==> src/rtl/word_packer_if.sv <==
// rtl/word_packer_if.sv - word stream in, packed beat out, bundled for word_packer
// Purpose: groups the input word handshake, the flush request and the packed beat
//   handshake of word_packer into one bundle.
// Signals:
//   in_ready/in_valid/in_bits  32-bit word queue handshake (in_ready driven by packer)
//   flush                      single-cycle request to emit the partial beat
//   out_ready/out_valid        packed beat handshake (out_valid driven by packer)
//   out_bits/out_keep          packed beat, word k at bits[k*IN_W +: IN_W], keep bit k
// Modports: slave = the packer itself, master = the word source / beat sink side.
interface word_packer_if #(
  parameter int IN_W  = 32,
  parameter int RATIO = 4
);
  logic                  in_ready;
  logic                  in_valid;
  logic [IN_W-1:0]       in_bits;
  logic                  flush;
  logic                  out_ready;
  logic                  out_valid;
  logic [IN_W*RATIO-1:0] out_bits;
  logic [RATIO-1:0]      out_keep;

  modport slave (
    output in_ready,
    input  in_valid,
    input  in_bits,
    input  flush,
    input  out_ready,
    output out_valid,
    output out_bits,
    output out_keep
  );

  modport master (
    input  in_ready,
    output in_valid,
    output in_bits,
    output flush,
    output out_ready,
    input  out_valid,
    input  out_bits,
    input  out_keep
  );
endinterface

==> src/rtl/word_packer.sv <==
// rtl/word_packer.sv - packs RATIO consecutive words into one wide beat
// Purpose: consumes 32-bit words, collects RATIO of them into lanes of a single
//   output register and presents the beat with a per-word keep mask. A flush
//   closes a partial beat early; unwritten lanes read as zero. The beat is held
//   until the sink accepts it.
// Ports:
//   clock     system clock, rising edge
//   reset     synchronous, active-high
//   io        word_packer_if.slave (word in, flush, packed beat out)
//   io_beats  16-bit emitted-beat count, present only with WORD_PACKER_CNT_EN
// Optional feature macro: WORD_PACKER_CNT_EN
module word_packer #(
  parameter int IN_W  = 32,
  parameter int RATIO = 4
) (
  input  logic          clock,
  input  logic          reset,
  word_packer_if.slave  io
`ifdef WORD_PACKER_CNT_EN
  ,
  output logic [15:0]   io_beats
`endif
);

  localparam int CNT_W = $clog2(RATIO);
  localparam logic [CNT_W-1:0] CNT_LAST = CNT_W'(RATIO - 1);

  typedef enum logic {
    FILL = 1'b0,
    HOLD = 1'b1
  } state_t;

  state_t                     state, state_n;
  logic [RATIO-1:0][IN_W-1:0] lanes, lanes_n;
  logic [RATIO-1:0]           keep, keep_n;
  logic [CNT_W-1:0]           cnt, cnt_n;
  logic                       in_acc;
  logic                       out_acc;

  // While holding, a word may only enter when the held beat leaves in the same
  // cycle, so back-to-back beats stream without a bubble.
  assign io.in_ready  = (state == FILL) | io.out_ready;
  assign io.out_valid = (state == HOLD);
  assign io.out_bits  = lanes;
  assign io.out_keep  = keep;

  assign in_acc  = io.in_valid & io.in_ready;
  assign out_acc = io.out_valid & io.out_ready;

  always_comb begin
    state_n = state;
    lanes_n = lanes;
    keep_n  = keep;
    cnt_n   = cnt;
    case (state)
      FILL: begin
        if (in_acc) begin
          lanes_n[cnt] = io.in_bits;
          keep_n[cnt]  = 1'b1;
          if (cnt == CNT_LAST) begin
            state_n = HOLD;
            cnt_n   = '0;
          end else begin
            cnt_n = cnt + CNT_W'(1);
          end
        end
        // A flush with nothing collected and nothing arriving is dropped so
        // that an empty beat is never emitted.
        if (io.flush && ((cnt != '0) || in_acc)) begin
          state_n = HOLD;
          cnt_n   = '0;
        end
      end
      HOLD: begin
        // Flush is ignored here: the held beat is already closed.
        if (out_acc) begin
          state_n = FILL;
          lanes_n = '0;
          keep_n  = '0;
          cnt_n   = '0;
          if (in_acc) begin
            lanes_n[0] = io.in_bits;
            keep_n[0]  = 1'b1;
            cnt_n      = CNT_W'(1);
          end
        end
      end
      default: begin
        state_n = FILL;
      end
    endcase
  end

  always_ff @(posedge clock) begin
    if (reset) begin
      state <= FILL;
      lanes <= '0;
      keep  <= '0;
      cnt   <= '0;
    end else begin
      state <= state_n;
      lanes <= lanes_n;
      keep  <= keep_n;
      cnt   <= cnt_n;
    end
  end

`ifdef WORD_PACKER_CNT_EN
  // Counts full and partial beats alike; wraps naturally at 16 bits.
  always_ff @(posedge clock) begin
    if (reset) begin
      io_beats <= '0;
    end else if (out_acc) begin
      io_beats <= io_beats + 16'd1;
    end
  end
`endif

endmodule
==> src/flat_wrapper.sv <==
// flat-port wrapper written by rule: the top's interface ports become plain ports
module word_packer_flat 
#(
  parameter int IN_W  = 32,
  parameter int RATIO = 4
)
  (clock, reset, io_in_ready, io_in_valid, io_in_bits, io_flush, io_out_ready, io_out_valid, io_out_bits, io_out_keep);
  word_packer_if #(.IN_W(IN_W), .RATIO(RATIO)) io_i ();
  input  logic clock;
  input  logic reset;
  output wire logic [$bits(io_i.in_ready)-1:0] io_in_ready;
  input wire logic [$bits(io_i.in_valid)-1:0] io_in_valid;
  input wire logic [$bits(io_i.in_bits)-1:0] io_in_bits;
  input wire logic [$bits(io_i.flush)-1:0] io_flush;
  input wire logic [$bits(io_i.out_ready)-1:0] io_out_ready;
  output wire logic [$bits(io_i.out_valid)-1:0] io_out_valid;
  output wire logic [$bits(io_i.out_bits)-1:0] io_out_bits;
  output wire logic [$bits(io_i.out_keep)-1:0] io_out_keep;
  assign io_in_ready = io_i.in_ready;
  assign io_i.in_valid = io_in_valid;
  assign io_i.in_bits = io_in_bits;
  assign io_i.flush = io_flush;
  assign io_i.out_ready = io_out_ready;
  assign io_out_valid = io_i.out_valid;
  assign io_out_bits = io_i.out_bits;
  assign io_out_keep = io_i.out_keep;
  word_packer #(.IN_W(IN_W), .RATIO(RATIO)) u_core (.clock(clock), .reset(reset), .io(io_i));
endmodule
==> config.mk <==
export PLATFORM = sky130hd
export DESIGN_NAME = word_packer_flat
export DESIGN_NICKNAME = d
export VERILOG_FILES = /design/src/rtl/word_packer_if.sv /design/src/rtl/word_packer.sv /design/src/flat_wrapper.sv
export SDC_FILE = /design/constraint.sdc
export NUM_CORES = 1
export LEC_CHECK = 0
export CAP_MARGIN = 40
export CORE_AREA = 2 2 92 160
export CTS_CLUSTER_SIZE = 16
export DETAILED_ROUTE_END_ITERATION = 8
export DIE_AREA = 0 0 94 162
export GPL_TIMING_DRIVEN = 0
export PLACE_DENSITY = 0.69
export SETUP_SLACK_MARGIN = 0.2
export SLEW_MARGIN = 25
export SYNTH_ARGS = -nofsm -noshare
export SYNTH_HDL_FRONTEND = slang
export SYNTH_SLANG_ARGS = --single-unit
export TNS_END_PERCENT = 1
==> constraint.sdc <==
create_clock -name clock -period 2.6 [get_ports clock]
set_clock_uncertainty 0.15 [all_clocks]
set_input_delay 0.65 -clock clock [delete_from_list [all_inputs] [get_ports clock]]
set_output_delay 0.65 -clock clock [all_outputs]
set_load 0.05 [all_outputs]
Word level (Yosys, flattened, before mapping)
Index checks and enable logic that the tools add are counted.
- bits in registers: 135
- bits of input ports: 37
- output and inout port bits: 134
- word-level logic and storage cells: 49
- add/subtract/negate cells: 1
- $lt $le $gt $ge: 2
- equality and inequality tests: 4
- mux-type cells: 24
- bitwise operators: 5
- reduce and logical (&&, ||, !) cells: 6
- operators with widths (kind ; count):
    $mux 128 ; 2
    $pmux 128 s2 ; 1
    $bwmux 128 ; 1
    $demux 32 s2 ; 1
    $mux 32 ; 2
    $mux 2 ; 4
    $mux 4 ; 2
    $pmux 4 s2 ; 1
    $mux 1 ; 7
    $or 4x4->4 ; 1
    $pmux 2 s2 ; 1
    $reduce_and 2->1 ; 2
    $lt 2x3->1 const B ; 1
    $ne 3x2->1 const B ; 1
    $add 2x1->2 const B ; 1
    $and 1x1->1 ; 2
    $demux 1 s2 ; 1
    $eq 2x2->1 const B ; 1
    $ge 2x1->1 const B ; 1
    $logic_and 1x1->1 ; 2
    $ne 2x1->1 const B ; 1
    $ne 2x2->1 const B ; 1
    $pmux 1 s2 ; 1
    $reduce_bool 2->1 ; 1
    3 further kinds ; 3

Longest topological paths before layout
Gate-level depths: netlist of the first run.
- depth after elaboration: 7
- depth in mapped cells: 7
- depth with buffers taken out: 5

Least setup slack after synthesis of the first run
No wires, ideal clock.
- path type: register to output
- start: register u_core.state, in the netlist u_core.io.out_valid
- end: output io_in_ready
- arrival: 1.221 ns
- required time: 1.800 ns
- slack: 0.579 ns
- cell stages (with the launch flop): 3
- buffers on the path: 1
- cell sequence: dfxtp_1 buf_6 nand2_1
- word-level cells in the longest chain between the ends: 2
- ends and longest elaborated chain (element ; RTL line ; text):
    start: declaration ; word_packer.sv:33 ; state_t state, state_n;
    start signal: assignment ; word_packer.sv:101 ; state <= state_n;
    $not 1->1 ; word_packer.sv:42 ; assign io.in_ready = (state == FILL) | io.out_ready;
    $or 1x1->1 ; word_packer.sv:42 ;
    end: declaration ; flat_wrapper.sv:11 ; output wire logic [$bits(io_i.in_ready)-1:0] io_in_ready;
No other way between the ends.

Worst setup path in the final report of the first run
- start: register u_core.lanes (netlist bit u_core.io.out_bits[101])
- end: output io_out_bits[101]
- RTL lines (element ; RTL line ; text):
    start: declaration ; word_packer.sv:34 ; logic [RATIO-1:0][IN_W-1:0] lanes, lanes_n;
    start signal: assignment ; word_packer.sv:102 ; lanes <= lanes_n;
    end: declaration ; flat_wrapper.sv:17 ; output wire logic [$bits(io_i.out_bits)-1:0] io_out_bits;
No word-level cell between the ends.

==> run metrics, run 1 <==
internal power 3.94 mW; fmax 0.412 GHz; Ant. Diodes 0; Worst Path Max Fanout 2; dpl cells 966; reg-to-reg slack, setup 0.83 ns; num rows 57; setup bufs post-CTS 0; GRT Util Overall 23.8%; power density over the cells 681 nW/um2; register area 2700 um2; IO Count 171; number of setup violations in the final report 0; vias in the first global route 5250; Distinct cells, synth 27; RSZ-0062 raised after global routing true; fin cells 997; Die ar. 15200 um2; worst path bufs/invs 1; critical path class reg -> out; # H-tree levels 4; Core ar. 13900 um2; DR vias 5248; Critical Path Source Type flip-flop; Hold Crit Class reg -> reg; crit path cell chain clkdlybuf4s50_1; die width 94 um; Synth Cell Area 5460 um2; Multi-input gate area 2370 um2; Gate Count Post-Synth 620; Sink Count 135; Synth Area in Adders 0.917%; Lkg Pwr 2.85 nW; dpl ws -0.404 ns; Final Wtd Congestion 0.793; Max-slew headroom 59.3%; Tcrit/Tclk final 93.3%; # fillers 1250; Reg clk slew, reported paths 0.06 ns; CP peak stage delay 0.88 ns; peak supply drop 0.446 mV; Initial Util 39.3%; Root Buffer clkbuf_16; post-synthesis mux area share 5.87%; slew of the pin with the lowest slew margin 0.608 ns; post-route design area 7970 um2; Hold EP u_core.io.out_keep[0]$_SDFFE_PP0P_; largest net degree at the start of global routing 17; final slew viol count 0; fin crit period 2.42 ns; outcome complete, no violations; Seq/Total Area, Yosys 49.5%; Arrival @ worst endpoint 1.62 ns; TritonCTS clock tree built; Seq pwr share 40.2%; Fin. Hold Viols 0; final setup TNS 0 ns; Gate power share 14.8%; clock tree buffer depth 2; Post-Place Cell Area 7370 um2; ANT nets after route 0; Crit Reg-Reg Endpoint u_core.io.out_bits[84]$_SDFFE_PP0P_; R2R cell count 7; Post-DP HPWL 13.4 mm; yosys warns 0; initial DRC count 210; CTS Buf Count 17; Worst EP required 1.80 ns; die span in y 162 um; layout cells sized above 1 10.0%; Post-Synth XOR/XNOR Area 0%; hold depth 2; final net count 849; Hold Path Origin u_core.io.out_keep[0]$_SDFFE_PP0P_; Remaining DRCs 0; simple-gate portion of the synthesized area 26.8%; fin worst setup slack 0.175 ns; clock network power share 45.0%; critical path endpoint category output port; TritonRoute pass-1 iters 5; WL final 18.0 mm; Mapped Nets 661; FF-to-FF Start u_core.cnt[0]$_SDFFE_PP0P_; Synth-to-Final Area Change 46.0%; antenna violations before repair 0; Switch Pwr 1.49 mW; Max-cap violations 0; DR vias/cell 5.26; compound-gate portion of the synthesized area 9.88%; grt ovf 0; Clk Latency, worst-skew pair 0.41 ns; global-route wire length before repair 27.7 mm; Slowest cell on crit path clkdlybuf4s50_1; number of synthesized register bits 135; WL/cell 18.0 um; IO buf count 169; sw frac 27.4%; delay-heaviest family, CP buffers and inverters; largest family of logic cells by synthesized area simple AND/OR/NAND/NOR gates; mean post-synth cell area 8.80 um2
## sequential cells by signal (all words and copies together) (netlist names)
| register | flops |
|---|---|
| u_core.cnt | 2 |
| u_core.io.out_valid | 1 |
| u_core.io.out_bits | 128 |
| u_core.io.out_keep | 4 |
## power groups by stage
stage	combinational [mW]	clock, mW	sequential, mW
2_1_floorplan	0.265	0	2.46
3_3_place_gp	0.795	0	2.23
3_5_place_dp	0.807	0	2.23
4_1_cts	0.809	2.47	2.18
5_1_grt	0.847	2.58	2.19
6_report	0.805	2.44	2.18
## stage by stage
step                      utilization, %  hold WS, ns  power (mW)
after global routing                57.3        0.339        5.62
after detailed placement            53.0        0.310        3.04
after global placement              53.0        0.303        3.02
after floorplan                        -        0.339        2.72
final                               57.3        0.314        5.43
after CTS                           57.3        0.319        5.47
## cell families (layout without fill, tap and decap cells)
family | Yosys count | count (layout)
AND/OR/NAND/NOR | 282 | 282
flip-flops | 135 | 135
AO/OA/AOI/OAI | 105 | 105
buffers and inverters | 62 | 262
multiplexers | 32 | 32
adder cells (fa/ha/maj) | 4 | 4
## worst register-to-register path: cells and delay by family, from the launching register on
family,cells,cell delay (ns)
buffers and inverters,3,0.59
adder cells (fa/ha/maj),1,0.21
AO/OA/AOI/OAI,1,0.15
AND/OR/NAND/NOR,2,0.25
flip-flops,1,0.36
## layout by cell type (no fill, tap or decap), drive strengths merged, types with 4 or more instances in the layout
master / netlist / final
nand2b: 33 / 33
nand3b: 36 / 36
nand2: 100 / 100
ha: 4 / 4
a21oi: 100 / 100
nor3: 4 / 4
clkbuf: 12 / 29
inv: 4 / 6
buf: 46 / 47
clkinv: 0 / 4
dfxtp: 135 / 135
nor2: 5 / 5
clkinvlp: 0 / 5
mux2i: 32 / 32
clkdlybuf4s50: 0 / 166
nand3: 97 / 97
## what timing repair did
action                     in CTS  in global routing
resized for setup               4                  5
setup endpoints to repair      20                 79
hold buffers                    0                  0
## synth_stat cells
library cell,number,area (um2)
nor2_1,5,18.8
nor3_1,4,20.0
ha_1,4,50.1
inv_1,4,15.0
nand3b_4,2,40.0
nand2b_1,33,206
a311oi_1,1,8.76
a21bo_1,1,10.0
and3b_1,3,26.3
clkbuf_1,12,45.0
nor2b_1,1,6.26
a21oi_1,100,500
nand3_1,97,485
o21ai_0,1,5.00
a211o_1,1,8.76
a31oi_1,1,6.26
buf_6,14,158
mux2i_1,32,320
nand3b_1,34,255
buf_4,2,15.0
nand2_1,98,368
and2_1,1,6.26
nand2_2,2,12.5
dfxtp_1,135,2700
buf_2,30,150
nor4b_1,1,8.76
nor4bb_1,1,10.0
## layout make-up
type / count / share of cell area, %
repair buffers: 169 / 21.2
well taps: 177 / 2.78
inverters: 4 / 0.188
flip-flops and latches: 135 / 33.9
plain buffers: 58 / 4.61
clock buffers: 17 / 5.34
clock inverters: 14 / 2.21
multi-input cells: 423 / 29.8
## how the worst max path moves through the flow
stage	cells after the start	end	from	slack, ns
2_1_floorplan	2	io_in_ready	u_core.io.out_valid$_SDFF_PP0_	0.58
3_3_place_gp	4	io_in_ready	io_out_ready	-0.42
3_5_place_dp	4	io_in_ready	io_out_ready	-0.40
4_1_cts	4	io_in_ready	io_out_ready	0.01
5_1_grt	1	io_out_bits[11]	u_core.io.out_bits[11]$_SDFFE_PP0P_	0.15
6_report	1	io_out_bits[101]	u_core.io.out_bits[101]$_SDFFE_PP0P_	0.18
## per-layer routing
metal / part of all wire (%) / track usage, % / routed length [um]
met1: 37 / 25.4 / 6650
met2: 53 / 42.2 / 9610
met3: 4.8 / 4.92 / 860
met4: 4.8 / 13.8 / 861
met5: 0 / 0 / 0
Power figures use the tool's default switching activity.
==> run 2: changes to the inputs <==
RECOVER_POWER = 25   (was unset)
==> run 2 against run 1 <==
  * Hold slack about the same
  * Wire length about the same
  * Sequential cell count unchanged
  * Worst setup slack got worse by 0.012 ns
  * Critical path depth increased by 3
  * Global-route usage unchanged
  * Via count about the same
  * Critical path type is now in -> out
  * Cell count unchanged
  * Clock-buffer cell count unchanged
  * Total power about the same
==> run metrics, run 2 (synthesized netlist as in run 1, its figures left out) <==
outcome complete, no violations (unchanged); path length in cells of the critical path 4 (was 1); Lkg Pwr 2.82 nW (was 2.85 nW); Sink Count 135 (unchanged); Ant. Diodes 0 (unchanged); final net count 849 (unchanged); fmax 0.410 GHz (was 0.412 GHz); peak supply drop 0.452 mV (was 0.446 mV); Final Wtd Congestion 0.793 (unchanged); reg-to-reg slack, setup 0.50 ns (was 0.83 ns); DR vias 5243 (was 5248); Die ar. 15200 um2 (unchanged); global-route wire length before repair 27.7 mm (unchanged); GRT Util Overall 23.8% (unchanged); Slowest cell on crit path dlygate4sd3_1 (was clkdlybuf4s50_1); DR vias/cell 5.26 (about the same); crit path to io_in_ready (was io_out_bits[101]); Core ar. 13900 um2 (unchanged); TritonCTS clock tree built (unchanged); final slew viol count 0 (unchanged); vias in the first global route 5250 (unchanged); critical path class in -> out (was reg -> out); Largest register FFs 128 (unchanged); CTS Hold Buffers Added 0 (unchanged); num rows 57 (unchanged); Hold Crit Class reg -> reg (unchanged); CP peak stage delay 0.60 ns (was 0.88 ns); Worst Path Max Fanout 4 (was 2); die width 94 um (unchanged); Remaining DRCs 0 (unchanged); Fin. Hold Viols 0 (unchanged); Worst EP required 1.80 ns (about the same); CP startpoint io_out_ready (was u_core.io.out_bits[101]$_SDFFE_PP0P_); ANT nets after route 0 (unchanged); Root Buffer clkbuf_16 (unchanged); grt ovf 0 (unchanged); fin crit period 2.44 ns (was 2.42 ns); # H-tree levels 4 (unchanged); hold_ws 0.313 ns (was 0.314 ns); Initial Util 39.3% (unchanged); RSZ-0062 raised after global routing true (unchanged); Max-cap violations 0 (unchanged); delay-heaviest family, CP buffers and inverters (unchanged); Critical Path Source Type input port (was flip-flop); Arrival @ worst endpoint 1.64 ns (was 1.62 ns); CTS Buf Count 17 (unchanged); Reg clk slew, reported paths 0.06 ns (about the same); IO Count 171 (unchanged); Tcrit/Tclk final 93.7% (was 93.3%); Crit Reg-Reg Endpoint u_core.io.out_bits[89]$_SDFFE_PP0P_ (was u_core.io.out_bits[84]$_SDFFE_PP0P_); R2R cell count 7 (unchanged); power density over the cells 683 nW/um2 (was 681 nW/um2); leading cell type in the layout, fill and taps excluded clkdlybuf4s50_1 (unchanged); slew of the pin with the lowest slew margin 0.608 ns (about the same); FF-to-FF Start u_core.cnt[0]$_SDFFE_PP0P_ (unchanged); register area 2700 um2 (unchanged); # fillers 1261 (was 1250); Multi-input gate area 2370 um2 (about the same); Synth-to-Final Area Change 45.7% (was 46.0%); WL final 18.0 mm (about the same); worst path bufs/invs 3 (was 1); most frequent cells in the layout clkdlybuf4s50_1 (164), dfxtp_1 (135), nand2_1 (100), a21oi_1 (100), nand3_1 (97) (was clkdlybuf4s50_1 (166), dfxtp_1 (135), a21oi_1 (100)); die span in y 162 um (unchanged); clock tree buffer depth 2 (unchanged); Max-slew headroom 59.3% (about the same); critical path endpoint category output port (unchanged); WL/cell 18.0 um (about the same); Clk Latency, worst-skew pair 0.41 ns (about the same); crit path cell chain dlygate4sd3_1 -> inv_1 -> nand2_1 -> buf_4 (was clkdlybuf4s50_1); IO buf count 169 (unchanged); Post-DP HPWL 13.4 mm (unchanged); Core Util, Final 57.2% (was 57.3%); number of setup violations in the final report 0 (unchanged); initial DRC count 223 (was 210); largest net degree at the start of global routing 17 (unchanged); antenna violations before repair 0 (unchanged); layout cells sized above 1 8.66% (was 10.0%); TritonRoute pass-1 iters 4 (was 5)
[run 2: how the worst min path moves through the flow]
stage / slack, ns / startpoint / cells past startpoint / end
floorplan: 0.34 / u_core.cnt[1]$_SDFFE_PP0P_ / 2 / u_core.cnt[1]$_SDFFE_PP0P_
global placement: 0.30 / u_core.io.out_keep[0]$_SDFFE_PP0P_ / 2 / u_core.io.out_keep[0]$_SDFFE_PP0P_
detailed placement: 0.31 / u_core.io.out_bits[109]$_SDFFE_PP0P_ / 2 / u_core.io.out_bits[109]$_SDFFE_PP0P_
CTS: 0.32 / u_core.io.out_bits[109]$_SDFFE_PP0P_ / 2 / u_core.io.out_bits[109]$_SDFFE_PP0P_
global route: 0.34 / u_core.io.out_bits[64]$_SDFFE_PP0P_ / 2 / u_core.io.out_bits[64]$_SDFFE_PP0P_
finish: 0.31 / u_core.io.out_keep[0]$_SDFFE_PP0P_ / 2 / u_core.io.out_keep[0]$_SDFFE_PP0P_
[run 2: what timing repair did]
action                     in CTS  in global routing
setup endpoints to repair      20                 79
setup buffers                   0                  0
gates resized for setup         4                  5
cloned                          0                  0
[run 2: metal layers]
metal / share of wire [%] / GRT usage (%) / vias up
li1: - / - / 2492
met1: 37 / 25.4 / 2520
met2: 53 / 42.2 / 173
met3: 4.3 / 4.92 / 58
met4: 5.0 / 13.8 / 0
met5: 0 / 0 / -
[run 2: power by group]
part / internal, mW / switching (mW)
registers: 2.14 / 0.0433
logic: 0.292 / 0.510
clock network: 1.51 / 0.940
[run 2: final cells by class]
type                            instances  area share (%)
Inverter                                4           0.189
Timing Repair Buffer                  169            21.3
Clock buffer                           17            5.35
Tap cell                              177            2.78
Buffer                                 58            4.45
Sequential cell                       135            34.0
Multi-Input combinational cell        423            29.8
Clock inverter                         14            2.22
[run 2: metrics by stage]
step	TNS [ns]	instance area (um2)	cells	power, mW	setup slack [ns]
2_1_floorplan	0	5460	620	2.72	0.579
3_3_place_gp	-0.420	7370	966	3.02	-0.420
3_5_place_dp	-0.404	7370	966	3.04	-0.404
4_1_cts	0	7970	997	5.47	0.0150
5_1_grt	0	7950	997	5.62	0.104
6_report	0	7950	997	5.43	0.164
[run 2: tightest hold or removal path, stage by stage (launching register included)]
cell and delay (ns):
dfxtp_1 0.31, nand2_1 0.05, a21oi_1 0.05
